`config.mk`:
```
export PLATFORM = sky130hd
export DESIGN_NAME = packet_forwarder
export DESIGN_NICKNAME = d
export VERILOG_FILES = /design/src/rtl/packet_forwarder_pkg.sv /design/src/rtl/packet_forwarder_skid_fifo.sv /design/src/rtl/packet_forwarder.sv
export SDC_FILE = /design/constraint.sdc
export NUM_CORES = 1
export LEC_CHECK = 0
export CAP_MARGIN = 25
export CORE_MARGIN = 3
export CORE_UTILIZATION = 50
export DETAILED_ROUTE_END_ITERATION = 8
export PLACE_DENSITY = 0.86
export RECOVER_POWER = 25
export SLEW_MARGIN = 20
export SYNTH_ARGS = -nofsm -noshare
export SYNTH_HDL_FRONTEND = slang
export SYNTH_SLANG_ARGS = --single-unit
```
`constraint.sdc`:
```
create_clock -name clk -period 4.9 [get_ports clk]
set_clock_uncertainty 0.15 [all_clocks]
set_input_delay 0.49 -clock clk [delete_from_list [all_inputs] [get_ports clk]]
set_output_delay 0.49 -clock clk [all_outputs]
set_load 0.02 [all_outputs]
```
`src/rtl/packet_forwarder_pkg.sv`:
```
// Shared types and helpers for the packet forwarder: FSM state encoding and
// the last-beat byte-enable computation.
package packet_forwarder_pkg;

  typedef enum logic [1:0] {
    ST_IDLE   = 2'd0,
    ST_STREAM = 2'd1,
    ST_DONE   = 2'd2
  } fwd_state_e;

  // Byte enables for the final beat: rem valid bytes, MSB-first packing.
  function automatic logic [7:0] last_keep(input logic [2:0] rem);
    logic [7:0] keep;
    if (rem == 3'd0) begin
      keep = 8'hFF;
    end else begin
      keep = ~(8'hFF >> rem);
    end
    return keep;
  endfunction

endpackage

```
`src/rtl/packet_forwarder_skid_fifo.sv`:
```
// Two-entry skid FIFO that absorbs read data still in flight from packetmem
// while the downstream stream is stalled. Push and pop may coincide at any
// occupancy; a push into a full FIFO is accepted only alongside a pop.
module fwd_skid_fifo #(
  parameter int WIDTH = 65
) (
  input  logic             clk,
  input  logic             rst_n,
  input  logic             i_push,
  input  logic [WIDTH-1:0] i_data,
  input  logic             i_pop,
  output logic [WIDTH-1:0] o_head,
  output logic [1:0]       o_count
);

  logic [WIDTH-1:0] r_entry0;
  logic [WIDTH-1:0] r_entry1;
  logic             r_wr_ptr;
  logic             r_rd_ptr;
  logic [1:0]       r_count;
  logic             w_do_push;
  logic             w_do_pop;

  assign w_do_pop  = i_pop && (r_count != 2'd0);
  assign w_do_push = i_push && ((r_count != 2'd2) || w_do_pop);

  // Storage, pointers and occupancy update.
  always_ff @(posedge clk or negedge rst_n) begin
    if (!rst_n) begin
      r_entry0 <= '0;
      r_entry1 <= '0;
      r_wr_ptr <= 1'b0;
      r_rd_ptr <= 1'b0;
      r_count  <= 2'd0;
    end else begin
      if (w_do_push) begin
        if (r_wr_ptr) begin
          r_entry1 <= i_data;
        end else begin
          r_entry0 <= i_data;
        end
        r_wr_ptr <= ~r_wr_ptr;
      end
      if (w_do_pop) begin
        r_rd_ptr <= ~r_rd_ptr;
      end
      case ({w_do_push, w_do_pop})
        2'b10:   r_count <= r_count + 2'd1;
        2'b01:   r_count <= r_count - 2'd1;
        default: r_count <= r_count;
      endcase
    end
  end

  assign o_head  = r_rd_ptr ? r_entry1 : r_entry0;
  assign o_count = r_count;

endmodule

```
`src/rtl/packet_forwarder.sv`:
```
// Reads a filled packet buffer out of packetmem two words at a time and
// streams it on a 64-bit AXI-Stream master, pulsing forwarder_done once the
// final beat has been accepted.
module packet_forwarder
  import packet_forwarder_pkg::*;
#(
  parameter int ADDR_WIDTH = 10,
  parameter int LEN_WIDTH  = ADDR_WIDTH + 3
) (
  input  logic                  clk,
  input  logic                  rst_n,
  input  logic                  ready_for_forwarder,
  input  logic [LEN_WIDTH-1:0]  pkt_byte_len,
  output logic [ADDR_WIDTH-1:0] forwarder_rd_addr,
  output logic                  forwarder_rd_en,
  input  logic [63:0]           forwarder_rd_data,
  output logic                  forwarder_done,
  output logic [63:0]           m_axis_tdata,
  output logic [7:0]            m_axis_tkeep,
  output logic                  m_axis_tlast,
  output logic                  m_axis_tvalid,
  input  logic                  m_axis_tready
);

  localparam logic [LEN_WIDTH-1:0] MAX_LEN = LEN_WIDTH'(4 * (2 ** ADDR_WIDTH));

  // Number of 8-byte beats needed to carry len bytes.
  function automatic logic [ADDR_WIDTH-1:0] beats_of(input logic [LEN_WIDTH-1:0] len);
    logic [LEN_WIDTH-1:0] rounded;
    rounded = len + LEN_WIDTH'(7);
    return ADDR_WIDTH'(rounded >> 3);
  endfunction

  fwd_state_e            r_state;
  fwd_state_e            w_next_state;
  logic [2:0]            r_rem;
  logic [ADDR_WIDTH-1:0] r_beats;
  logic [ADDR_WIDTH-1:0] r_reads;
  logic [ADDR_WIDTH-1:0] r_addr;
  logic                  r_inflight;
  logic                  r_inflight_last;

  logic [LEN_WIDTH-1:0]  w_clamped_len;
  logic [64:0]           w_head;
  logic [1:0]            w_count;
  logic                  w_valid;
  logic                  w_pop;
  logic                  w_rd_en;
  logic                  w_rd_last;
  logic [2:0]            w_credit_used;

  fwd_skid_fifo #(.WIDTH(65)) u_fifo (
    .clk     (clk),
    .rst_n   (rst_n),
    .i_push  (r_inflight),
    .i_data  ({forwarder_rd_data, r_inflight_last}),
    .i_pop   (w_pop),
    .o_head  (w_head),
    .o_count (w_count)
  );

  assign w_valid   = (w_count != 2'd0);
  assign w_pop     = w_valid && m_axis_tready;
  assign w_rd_last = (r_reads == (r_beats - ADDR_WIDTH'(1)));

  // A slot freed by this cycle's pop is reusable by this cycle's read, since
  // its data lands a cycle later; that is what sustains one beat per cycle.
  assign w_credit_used = {1'b0, w_count} + {2'b00, r_inflight} - {2'b00, w_pop};
  assign w_rd_en       = (r_state == ST_STREAM) && (r_reads < r_beats) &&
                         (w_credit_used < 3'd2);

  // Clamp the requested length to the buffer size.
  always_comb begin
    w_clamped_len = pkt_byte_len;
    if (pkt_byte_len > MAX_LEN) begin
      w_clamped_len = MAX_LEN;
    end else begin
      w_clamped_len = pkt_byte_len;
    end
  end

  // Next-state logic: IDLE -> STREAM/DONE on assignment, STREAM -> DONE after the tlast handshake.
  always_comb begin
    w_next_state = r_state;
    case (r_state)
      ST_IDLE: begin
        if (ready_for_forwarder) begin
          if (w_clamped_len == '0) begin
            w_next_state = ST_DONE;
          end else begin
            w_next_state = ST_STREAM;
          end
        end else begin
          w_next_state = ST_IDLE;
        end
      end
      ST_STREAM: begin
        if (w_pop && w_head[0]) begin
          w_next_state = ST_DONE;
        end else begin
          w_next_state = ST_STREAM;
        end
      end
      ST_DONE: w_next_state = ST_IDLE;
      default: w_next_state = ST_IDLE;
    endcase
  end

  // State, packet bookkeeping and read-issue counters.
  always_ff @(posedge clk or negedge rst_n) begin
    if (!rst_n) begin
      r_state         <= ST_IDLE;
      r_rem           <= 3'd0;
      r_beats         <= '0;
      r_reads         <= '0;
      r_addr          <= '0;
      r_inflight      <= 1'b0;
      r_inflight_last <= 1'b0;
    end else begin
      r_state         <= w_next_state;
      r_inflight      <= w_rd_en;
      r_inflight_last <= w_rd_en && w_rd_last;
      if (r_state == ST_IDLE) begin
        r_reads <= '0;
        r_addr  <= '0;
        if (ready_for_forwarder) begin
          r_rem   <= w_clamped_len[2:0];
          r_beats <= beats_of(w_clamped_len);
        end
      end else if (w_rd_en) begin
        r_reads <= r_reads + ADDR_WIDTH'(1);
        // Hold the address on the final read so a full buffer never wraps.
        if (!w_rd_last) begin
          r_addr <= r_addr + ADDR_WIDTH'(2);
        end
      end
    end
  end

  // Stream outputs come straight from the FIFO head; idle outputs are forced to 0.
  always_comb begin
    m_axis_tvalid = w_valid;
    m_axis_tdata  = 64'h0;
    m_axis_tkeep  = 8'h00;
    m_axis_tlast  = 1'b0;
    if (w_valid) begin
      m_axis_tdata = w_head[64:1];
      m_axis_tlast = w_head[0];
      if (w_head[0]) begin
        m_axis_tkeep = last_keep(r_rem);
      end else begin
        m_axis_tkeep = 8'hFF;
      end
    end else begin
      m_axis_tdata = 64'h0;
      m_axis_tlast = 1'b0;
      m_axis_tkeep = 8'h00;
    end
  end

  assign forwarder_rd_en   = w_rd_en;
  assign forwarder_rd_addr = r_addr;
  assign forwarder_done    = (r_state == ST_DONE);

endmodule

```
After elaboration in Yosys (flattened, before gate mapping):

Cells that the tools add are included.

* bitwise gates (word level): 3
* shifts and indexed selects: 1
* eq/ne operators: 7
* reduce and logical (&&, ||, !) cells: 18
* muxes and demuxes: 17
* add/sub/neg operators: 8
* $lt $le $gt $ge: 3

Operator list (number)
* two-way mux 65 bit: 1
* two-way mux 64 bit: 1
* two-way mux 10 bit: 5
* two-way mux 8 bit: 3
* adder 13 x 3 -> 13 bit, second input constant: 1
* > comparator 13 bit, second input constant: 1
* zero test 13 bit: 1
* two-way mux 13 bit: 1
* adder 10 x 1 -> 10 bit, second input constant: 1
* adder 10 x 2 -> 10 bit, second input constant: 1
* equality test 10 bit: 1
* less-than comparator 10 bit: 1
* subtractor 10 x 1 -> 10 bit, second input constant: 1
* inverter 8 bit: 1
* case mux 2 bit (2 select lines): 2
* AND reduction 2 bit: 4
* >> shifter 8 x 3 -> 8 bit, first input constant: 1
* logical AND 1 bit: 7
* two-way mux 2 bit: 3
* nonzero test 2 bit: 3
* equality test 2 x 1 -> 1 bit, second input constant: 2
* equality test 2 bit, second input constant: 2
* adder 2 x 1 -> 3 bit: 1
* zero test 3 bit: 1
* other kinds (10): 11

* register bits: 171
* output and inout port bits: 86
* logic and storage cells: 69

Depth between registers and ports, before layout:

Gate-level depths: netlist (run 1).

* depth after elaboration: 7
* mapped depth: 16
* mapped depth without buffers: 14

Cells and area by module:

A second synthesis (run 1) with hierarchy kept.

* cell total of the unflattened synthesis: 830
* area total of the unflattened synthesis: 9359.0 µm²

Modules (own cells, without submodules)
* fwd_skid_fifo: cells each 452, area an instance 6314.8 µm², instances 1
* packet_forwarder: cells each 378, area an instance 3044.2 µm², instances 1

Least setup slack after synthesis (run 1):

No wires, ideal clock.

* kind: register to output
* start: register u_fifo.r_count[1], in the netlist u_fifo.o_count[1]
* end: output port forwarder_rd_en
* arrival time: 3.148 ns
* path slack: 1.112 ns
* stages on the path, launching flop included: 15
* path through: dfrtp_1 -> clkbuf_1 -> nor2_1 -> inv_1 -> nand2_1 -> inv_1 -> ha_1 -> nand2b_1 -> fa_1 -> xnor2_1 -> nand4_1 -> a21oi_1 -> nand2_1 -> clkbuf_1 -> inv_1

* longest elaborated chain between the ends: 5
* elaborated cells between the ends (all ways): 6
* classes of those cells: 2 x add/sub; 1 x order compare; 3 x reduce/logical

RTL lines
* start, declared: line packet_forwarder_skid_fifo.sv:20 `logic [1:0] r_count;`
* start signal, assigned: line packet_forwarder_skid_fifo.sv:48 `2'b10: r_count <= r_count + 2'd1;`
* start signal, assigned: line packet_forwarder_skid_fifo.sv:49 `2'b01: r_count <= r_count - 2'd1;`
* start signal, assigned: line packet_forwarder_skid_fifo.sv:50 `default: r_count <= r_count;`
* nonzero test 2 bit: line packet_forwarder.sv:62 `assign w_valid = (w_count != 2'd0);`
* via m_axis_tvalid: line packet_forwarder.sv:21 `output logic m_axis_tvalid,`
* logical AND 1 bit: line packet_forwarder.sv:63 `assign w_pop = w_valid && m_axis_tready;`
* subtractor 3 x 1 -> 3 bit: line packet_forwarder.sv:68 `assign w_credit_used = {1'b0, w_count} + {2'b00, r_inflight} - {2'b00, w_pop};`
* less-than comparator 3 x 2 -> 1 bit: line packet_forwarder.sv:70 `(w_credit_used < 3'd2);`
* logical AND 1 bit: line packet_forwarder.sv:69 `assign w_rd_en = (r_state == ST_STREAM) && (r_reads < r_beats) &&`
* end, declared: line packet_forwarder.sv:15 `output logic forwarder_rd_en,`

The timed path passes the listed nets, and every way through them passes these cells.

Worst setup path after layout (run 1):

* start: register u_fifo.r_count[1], in the netlist u_fifo.o_count[1]
* end: output port forwarder_rd_en

* longest elaborated chain between the ends: 5
* elaborated cells between the ends (all ways): 6
* classes of those cells: 2 x add/sub; 1 x order compare; 3 x reduce/logical

RTL lines (line)
* branches (longest 2 deep; another with adder 2 x 1 -> 3 bit)
* subtractor 3 x 1 -> 3 bit (*): packet_forwarder.sv:68
* less-than comparator 3 x 2 -> 1 bit (*): packet_forwarder.sv:70
* logical AND 1 bit (*): packet_forwarder.sv:69

Mark *: on every way between the ends.

==> metrics.cfg, run 1 <==
[clock_network]
clock_path_buffers=2
cts_made_buffers=17
cts_root_buf=clkbuf_16
clock-sinks=170
htreeDepth=4
cts_setup_buffers=0
cts_tree=yes
clock_latency_ps=410
path_clk_slew_ps=60

[critical_path]
critPathRequiredTime_ps=4260
endpoint_kind=output port
cp-start-kind=register
cp_max_fo=7
crit_type=register to output port
cp.arrival_ps=3760

[logic_synthesis]
synth_edf_count=0
yosysUniqueCellTypes=54
ys_seq_area_share_pct=49.8
syn_inst=749
synthFlopType=dfrtp_1
ys_ff_latch=170
syn-num-nets=847
yosys_warnings=0
avgSynthCellArea_um2=11.4
synth_area_um2=8540
async_reset_ff_share_pct=100

[sta]
rsz0062_at_grt=no
hold_viol_final=0
max-slew-margin-rel_pct=-25.3
tightest_slew_ps=1880
drv_slew=77
fin_crit_sh_pct=89.9
min_period_ps=4400
setup_viol=0
max_freq_ghz=0.227
fin_tns_setup_ps=0

[global_route]
grtUsageTotal_pct=21.6
use_met1_pct=27.0
grt_max_degree=77
use_met3_pct=5.48
top_usage_layer=met2
grt_pass1_wl_um=31900
met2_usage_pct=37.3
gr-total-overflow=0
antenna_found_initial=0
grt_pass1_vias=6416

[placement]
dp.final_hpwl_um=13500
io_buffers=165
gp_congestion=0.846
dp_cells=1099

[route]
drt-initial-drc-count=306
post-route-drc-count=0
viasPerCell=5.51
wl_per_cell_um=17.4
vias=6238
drt-pass1-iter-count=4
ant_nets=0
wirelength_um=19600

[finish]
seqCellArea_um2=4260
stdcell_count=1132
layout_common_cells=169 x dfrtp_1, 159 x clkdlybuf4s50_1, 130 x mux2_2, 89 x nor2_1, 68 x mux2i_1
final_common_cell=dfrtp_1
fin_nets=997
drive_gt1_share_pct=19.8
diodes=0
fillers=1294
syn_to_final_growth_pct=28.2
multi_input_area_um2=4030

[status]
violations=capacitance limit, slew limit
status=finished with violations

[floorplan]
coreArea_um2=16600
die_h_um=137
rows=47
dieArea_um2=18700
io_pins=167
start_util_pct=51.3
die_width_um=137

[power]
leakage_nw=4.76
p_per_area_nw_per_um2=756
max-vdd-ir-drop_mv=0.418

[run]
cap_violations=1

[worst_hold_path]
hold_class=register to register

## where the power goes
part	switching [W]	leakage, nW	internal, W	total (W)
clock	0.000558	0.273	0.000736	0.00129
combinational	0.00221	2.43	0.00219	0.00440
sequential	0.000518	2.06	0.00207	0.00259
total	0.00328	4.76	0.00500	0.00828
## Yosys cell counts, types with 11 or more instances
cell	count	area [um^2]
dfrtp_1	170	4250
inv_1	22	82.6
o21ai_0	17	85.1
nand3_1	19	95.1
nor2_1	91	342
xnor2_1	16	140
mux2_2	130	1460
buf_2	12	60.1
xor2_1	11	96.3
clkbuf_1	19	71.3
nand2_1	36	135
ha_1	16	200
mux2i_1	68	681
a21oi_1	19	95.1
## kinds of logic after synthesis
kind of cell	Yosys count	synth area share, %
flops	170	49.8
other cells	1	0.0439
xor+xnor	27	2.77
buf+inv	65	3.30
mux	198	25.1
fa+ha+maj	17	2.58
compound gates	70	5.43
simple gates	201	11.0
## critical path, cell delays in order (launching register included)
cell	delay, ps
dfrtp_1	480
nor2_4	150
inv_1	70
nand2_1	120
inv_1	80
ha_1	260
nand2b_1	150
fa_1	380
xnor2_1	140
nand4_1	100
a21oi_1	370
nand2_1	130
inv_1	230
clkdlybuf4s50_1	670
## routing by layer
layer  wire, um  part of all wire [%]
met1       8310                    42
met2       9960                    51
met3       1150                   5.8
met4        225                   1.1
met5          0                     0
## final timing paths
path | startpoint | endpoint | slack [ps] | cells after the start
max in group asynchronous | rst_n | u_fifo.r_entry0[41] | 1630 | 3
min in group asynchronous | rst_n | u_fifo.r_entry1[26] | 990 | 2
setup reg to reg | u_fifo.o_count[1] | forwarder_rd_addr[6] | 1350 | 14
setup / recovery | u_fifo.o_count[1] | forwarder_rd_en | 500 | 13
hold reg to reg | u_fifo.r_entry0[0] | u_fifo.r_entry0[0] | 360 | 1
hold / removal | u_fifo.r_entry0[0] | u_fifo.r_entry0[0] | 360 | 1
## registers in the layout, indices dropped and copies added (netlist names), 2 cells and up
signal,count
u_fifo.r_entry0,65
u_fifo.r_entry1,65
r_beats,10
r_reads,10
forwarder_rd_addr,9
r_rem,3
r_state,2
u_fifo.o_count,2
## stage by stage
| stage | hold slack [ps] | power [W] | utilization, % | setup slack [ps] | area (um^2) |
|---|---|---|---|---|---|
| 5_1_grt | 365 | 0.00883 | 65.8 | 264 | 10900 |
| 3_3_place_gp | 336 | 0.00688 | 62.2 | 722 | 10400 |
| 4_1_cts | 357 | 0.00834 | 65.8 | 484 | 11000 |
| 6_report | 355 | 0.00828 | 65.8 | 496 | 10900 |
| 2_1_floorplan | 44.4 | 0.00534 | - | 1110 | 8540 |
| 3_5_place_dp | 343 | 0.00701 | 62.3 | 629 | 10400 |
## what timing repair did
item / CTS / global route
hold buffers: 1 / 0
resized for setup: 0 / 0
hold endpoints to repair: 74 / 0
setup endpoints to repair: 0 / 0
## area by class of cell
cell class,count,share of cell area [%]
multi-input cells,514,36.8
repair buffers,174,15.8
inverters,22,0.754
clock inverters,11,1.03
flip-flops and latches,170,38.9
clock buffers,21,4.21
well taps,220,2.51
Note: power is estimated with default switching activity, not from simulation.
==> inputs of run 2 (changes only) <==
--- a/config.mk
+++ b/config.mk
@@ -6,7 +6,7 @@
 export NUM_CORES = 1
 export LEC_CHECK = 0
 export CAP_MARGIN = 25
-export CORE_MARGIN = 3
+export CORE_MARGIN = 2
 export CORE_UTILIZATION = 50
 export DETAILED_ROUTE_END_ITERATION = 8
 export PLACE_DENSITY = 0.86
==> run 2 against run 1 <==
The flow still finishes with violations (capacitance limit, slew limit). Sequential power is essentially flat. Fmax shrank 0.64%. Clock power grew 9%. Flip-flop and latch count unchanged. Hold slack improved by 0.58 ps. Via count is 0.24% lower. Die area decreased by 2.9%. Sequential share of layout area decreased by 0.12 points. First-iteration DRC count up 18%. Total power is 1.1% higher. Largest power group unchanged.
==> metrics.cfg, run 2 (same netlist as run 1, synthesis figures left out) <==
[status]
status=finished with violations
violations=capacitance limit, slew limit

[critical_path]
reg2reg_depth=14  ; unchanged
cp.arrival_ps=3790  ; +30 ps
cp-start-kind=register
critPathRequiredTime_ps=4260  ; about the same
crit_type=register to output port
endpoint_kind=output port
cp_max_fo=7  ; unchanged

[global_route]
antenna_found_initial=0  ; unchanged
grt_pass1_wl_um=31300  ; -1.8%
grtUsageTotal_pct=21.9  ; +0.30 points
gr-total-overflow=0  ; unchanged
grt_max_degree=92  ; +19%
grt_pass1_vias=6297  ; -1.9%

[placement]
io_buffers=165  ; unchanged
gp_congestion=0.850  ; +0.50%
dp.final_hpwl_um=12900  ; -4.4%

[clock_network]
ctsHoldBuffers=1  ; unchanged
path_clk_slew_ps=70  ; about the same
cts_made_buffers=17  ; unchanged
htreeDepth=4  ; unchanged
cts_root_buf=clkbuf_16
postCtsResizedCells=0  ; unchanged
clock_path_buffers=2  ; unchanged
clock_latency_ps=430  ; +20 ps
cts_setup_buffers=0  ; unchanged
clock-sinks=170  ; unchanged
cts_tree=yes

[finish]
largestRegisters=u_fifo.r_entry0: 65 flops, u_fifo.r_entry1: 65 flops
final_util_pct=66.0  ; +0.20 points
layout_common_cells=169 x dfrtp_1, 162 x clkdlybuf4s50_1, 130 x mux2_2, 89 x nor2_1, 68 x mux2i_1
syn_to_final_growth_pct=28.6
final_common_cell=dfrtp_1
drive_gt1_share_pct=20.1  ; +0.22 points
fin_nets=997  ; unchanged
diodes=0  ; unchanged

[sta]
fin_tns_setup_ps=0  ; unchanged
max_freq_ghz=0.226  ; -0.64%
min_period_ps=4430  ; +28.3 ps
fin_crit_sh_pct=90.5  ; +0.58 points
max-slew-margin-rel_pct=-31.6  ; -6.3 points
tightest_slew_ps=1970  ; +95.1 ps
setup_viol=0  ; unchanged
drv_slew=81  ; +5.2%
hold_viol_final=0  ; unchanged
rsz0062_at_grt=no

[route]
ant_nets=0  ; unchanged
wirelength_um=19400  ; -1.2%
viasPerCell=5.50  ; -0.24%
vias=6223  ; -0.24%
wl_per_cell_um=17.1  ; -1.2%
drt-pass1-iter-count=4  ; unchanged
post-route-drc-count=0  ; unchanged
drt-initial-drc-count=361  ; +18%

[floorplan]
die_width_um=135  ; -1.5%
rows=47  ; unchanged
die_h_um=135  ; -1.5%
start_util_pct=51.3  ; unchanged
dieArea_um2=18100  ; -2.9%
io_pins=167  ; unchanged
coreArea_um2=16600  ; unchanged

[power]
max-vdd-ir-drop_mv=0.417  ; -0.12%
p_per_area_nw_per_um2=762  ; +0.76%
leakage_nw=4.76  ; about the same

[run]
cap_violations=1  ; unchanged

[worst_hold_path]
hold_class=register to register
hold_depth=1  ; unchanged

==> run 2: cell count changes in the layout (fill, tap and decap cells not counted), sizes merged <==
cell,change
inv,+3
clkbuf,-3
dlygate4sd3,-3
clkinvlp,+1
clkinv,-2
bufinv,+1
clkdlybuf4s50,+3
==> run 2: worst paths after layout <==
check	endpoint	slack [ps]	from
min reg2reg	u_fifo.r_entry0[6]	360	u_fifo.r_entry0[6]
max in group asynchronous	u_fifo.r_entry0[34]	1350	rst_n
min in group asynchronous	r_rem[1]	1000	rst_n
max reg2reg	forwarder_rd_addr[8]	1300	u_fifo.o_count[1]
min	u_fifo.r_entry0[6]	360	u_fifo.r_entry0[6]
max	forwarder_rd_en	470	u_fifo.o_count[1]
==> run 2: power breakdown <==
| part | total [W] | internal [W] | switching [W] | leakage (nW) |
|---|---|---|---|---|
| clock network | 0.00141 | 0.000787 | 0.000620 | 0.290 |
| logic | 0.00436 | 0.00219 | 0.00217 | 2.42 |
| registers | 0.00260 | 0.00207 | 0.000532 | 2.06 |
| total | 0.00837 | 0.00504 | 0.00333 | 4.76 |
==> run 2: worst max-delay path, stage by stage (launching register included) <==
cell,delay [ps]
dfrtp_1,490
nor2_4,150
inv_1,70
nand2_1,110
inv_1,70
ha_1,260
nand2b_1,160
fa_1,400
xnor2_1,140
nand4_1,110
a21oi_1,380
nand2_1,130
inv_1,220
clkdlybuf4s50_1,670
==> run 2: cell type report <==
cell class,instances,area (um^2)
inverter,22,82.6
fill,1237,5660
clock buffer,18,439
clock inverter,14,178
timing repair buffer,174,1720
tap,220,275
multi-input combinational,514,4030
sequential,170,4260
==> run 2: per-layer routing <==
| metal | GRT usage [%] | share of wire [%] | up-vias |
|---|---|---|---|
| li1 | - | - | 2950 |
| met3 | 5.48 | 5.6 | 32 |
| met2 | 35.8 | 49 | 148 |
| met4 | 9.12 | 2.4 | 0 |
| met5 | 0 | 0 | - |
| met1 | 28.0 | 44 | 3093 |
==> run 2: through the flow <==
stage,setup slack (ps),cells,hold WS (ps),area (um^2),total power (W)
after CTS,435,1132,359,11000,0.00844
final,468,1132,356,11000,0.00837
after detailed placement,609,1099,343,10400,0.00700
after global placement,707,1099,336,10400,0.00687
after global routing,200,1132,362,11000,0.00888
after floorplan,1110,749,44.4,8540,0.00534
==> inputs of run 3 (changes only) <==
--- a/config.mk
+++ b/config.mk
@@ -9,7 +9,8 @@
 export CORE_MARGIN = 2
 export CORE_UTILIZATION = 50
 export DETAILED_ROUTE_END_ITERATION = 8
-export PLACE_DENSITY = 0.86
+export DONT_BUFFER_PORTS = 1
+export PLACE_DENSITY = 0.73
 export RECOVER_POWER = 25
 export SLEW_MARGIN = 20
 export SYNTH_ARGS = -nofsm -noshare
==> run 3 against run 2 <==
The run still ends with capacitance limit, slew limit left. Register-to-register slack worse by 380 ps. Highest routed layer unchanged. Clock power decreased by 5%. Critical path type unchanged. Largest cell class unchanged. Sequential share of layout area up 6.8 points.
==> metrics.cfg, run 3 (same netlist as run 1, synthesis figures left out) <==
[finish]
layout_common_cells=169 x dfrtp_1, 130 x mux2_2, 89 x nor2_1, 68 x mux2i_1, 35 x nand2_1
drive_gt1_share_pct=24.4  ; +4.3 points
syn_to_final_growth_pct=9.45
fin_nets=831  ; -17%
multi_input_area_um2=4040  ; about the same
final_util_pct=56.2  ; -9.8 points
seqCellArea_um2=4260  ; unchanged
fillers=1406  ; +14%
diodes=0  ; unchanged
design_area_um2=9350  ; -15%
final_common_cell=dfrtp_1
largestRegisters=u_fifo.r_entry0: 65 flops, u_fifo.r_entry1: 65 flops

[status]
status=finished with violations
violations=capacitance limit, slew limit

[clock_network]
cts_root_buf=clkbuf_16
clock_path_buffers=2  ; unchanged
path_clk_slew_ps=70  ; about the same
clock_latency_ps=420  ; about the same
htreeDepth=4  ; unchanged
clock-sinks=170  ; unchanged
cts_tree=yes
cts_made_buffers=17  ; unchanged

[route]
wl_per_cell_um=19.3  ; +12%
drt-pass1-iter-count=5  ; +1
vias=5776  ; -7.2%
viasPerCell=5.98  ; +8.8%
post-route-drc-count=0  ; unchanged
wirelength_um=18600  ; -4.1%
drt-initial-drc-count=243  ; -33%
ant_nets=0  ; unchanged

[sta]
fin_ws_ps=475  ; +7.60 ps
fin_crit_sh_pct=90.3  ; -0.16 points
drv_slew=171  ; +110%
hold_viol_final=0  ; unchanged
rsz0062_at_grt=no
fin_tns_setup_ps=0  ; unchanged
max-slew-margin-rel_pct=-54.6  ; -23 points
setup_viol=0  ; unchanged
min_period_ps=4420  ; -7.60 ps
tightest_slew_ps=2320  ; +345 ps
max_freq_ghz=0.226  ; +0.17%

[critical_path]
reg2reg_slack_ps=920  ; -380 ps
critPathRequiredTime_ps=4260  ; about the same
endpoint_kind=output port
cp_max_fo=20  ; +13
crit_type=register to output port
cp.arrival_ps=3780  ; about the same
cp-start-kind=register

[floorplan]
die_h_um=135  ; unchanged
start_util_pct=51.3  ; unchanged
rows=47  ; unchanged
coreArea_um2=16600  ; unchanged
dieArea_um2=18100  ; unchanged
die_width_um=135  ; unchanged
io_pins=167  ; unchanged

[global_route]
grt_pass1_vias=6166  ; -2.1%
grt_pass1_wl_um=30600  ; -2.1%
grtUsageTotal_pct=21.2  ; -0.76 points
antenna_found_initial=0  ; unchanged
grt_max_degree=171  ; +86%
gr-total-overflow=0  ; unchanged

[placement]
dp_slack_ps=809  ; +200 ps
dp.final_hpwl_um=12600  ; -2.5%
dpl_cell_area_um2=8710  ; -16%
gp_congestion=0.892  ; +4.8%
io_buffers=0  ; -100%

[run]
cap_violations=1  ; unchanged

[power]
leakage_nw=4.15  ; -13%
max-vdd-ir-drop_mv=0.396  ; -5.0%
p_per_area_nw_per_um2=786  ; +3.2%
p_total_w=0.00735  ; -12%

[worst_hold_path]
hold_class=primary input to register

==> run 3: per-stage QoR <==
step,hold slack [ps],cells
floorplan,44.4,749
global placement,49.6,930
detailed placement,50.0,931
CTS,42.3,965
global route,39.2,966
finish,58.3,966
==> run 3: worst max-delay path, stage by stage, from the launching register on <==
cell	delay, ps
dfrtp_1	520
nor2_4	80
inv_1	310
nand2_1	180
inv_1	120
ha_1	230
nand2b_1	150
fa_1	390
xnor2_1	150
nand4_1	110
a21oi_1	410
nand2_2	320
inv_1	400
==> run 3: per-layer routing <==
layer	vias to the layer above	part of all wire (%)	routed length (um)	GRT usage [%]
met5	-	0	0	0
met4	0	2.6	476	8.19
met3	41	7.2	1350	7.09
met2	188	52	9590	36.4
met1	2943	39	7200	24.5
li1	2604	-	-	-
==> run 3: repair_timing <==
item / CTS / global route
endpoints found under the hold margin: 170 / 0
setup buffers: 0 / 0
gates resized for setup: 0 / 1
setup endpoints to repair: 0 / 1
hold buffers: 2 / 0
==> run 3: cell type report <==
cell class / instances / share of cell area, %
inverters: 22 / 0.883
well taps: 220 / 2.94
flip-flops and latches: 170 / 45.5
repair buffers: 8 / 1.10
clock buffers: 20 / 4.99
clock inverters: 12 / 1.37
multi-input cells: 514 / 43.2
==> run 3: worst paths after layout <==
check                                 startpoint  depth (start not counted)                    to
min in group asynchronous                  rst_n                          2            r_beats[8]
setup / recovery               u_fifo.o_count[1]                         12       forwarder_rd_en
hold reg to reg              u_fifo.r_entry0[44]                          1   u_fifo.r_entry0[44]
hold / removal             forwarder_rd_data[20]                          1   u_fifo.r_entry1[21]
setup reg to reg               u_fifo.o_count[1]                         14  forwarder_rd_addr[5]
max in group asynchronous                  rst_n                          2       u_fifo.r_rd_ptr
==> run 3: power by group <==
part	switching [W]	internal, W
clock network	0.000583	0.000758
logic	0.00212	0.00136
registers	0.000469	0.00207
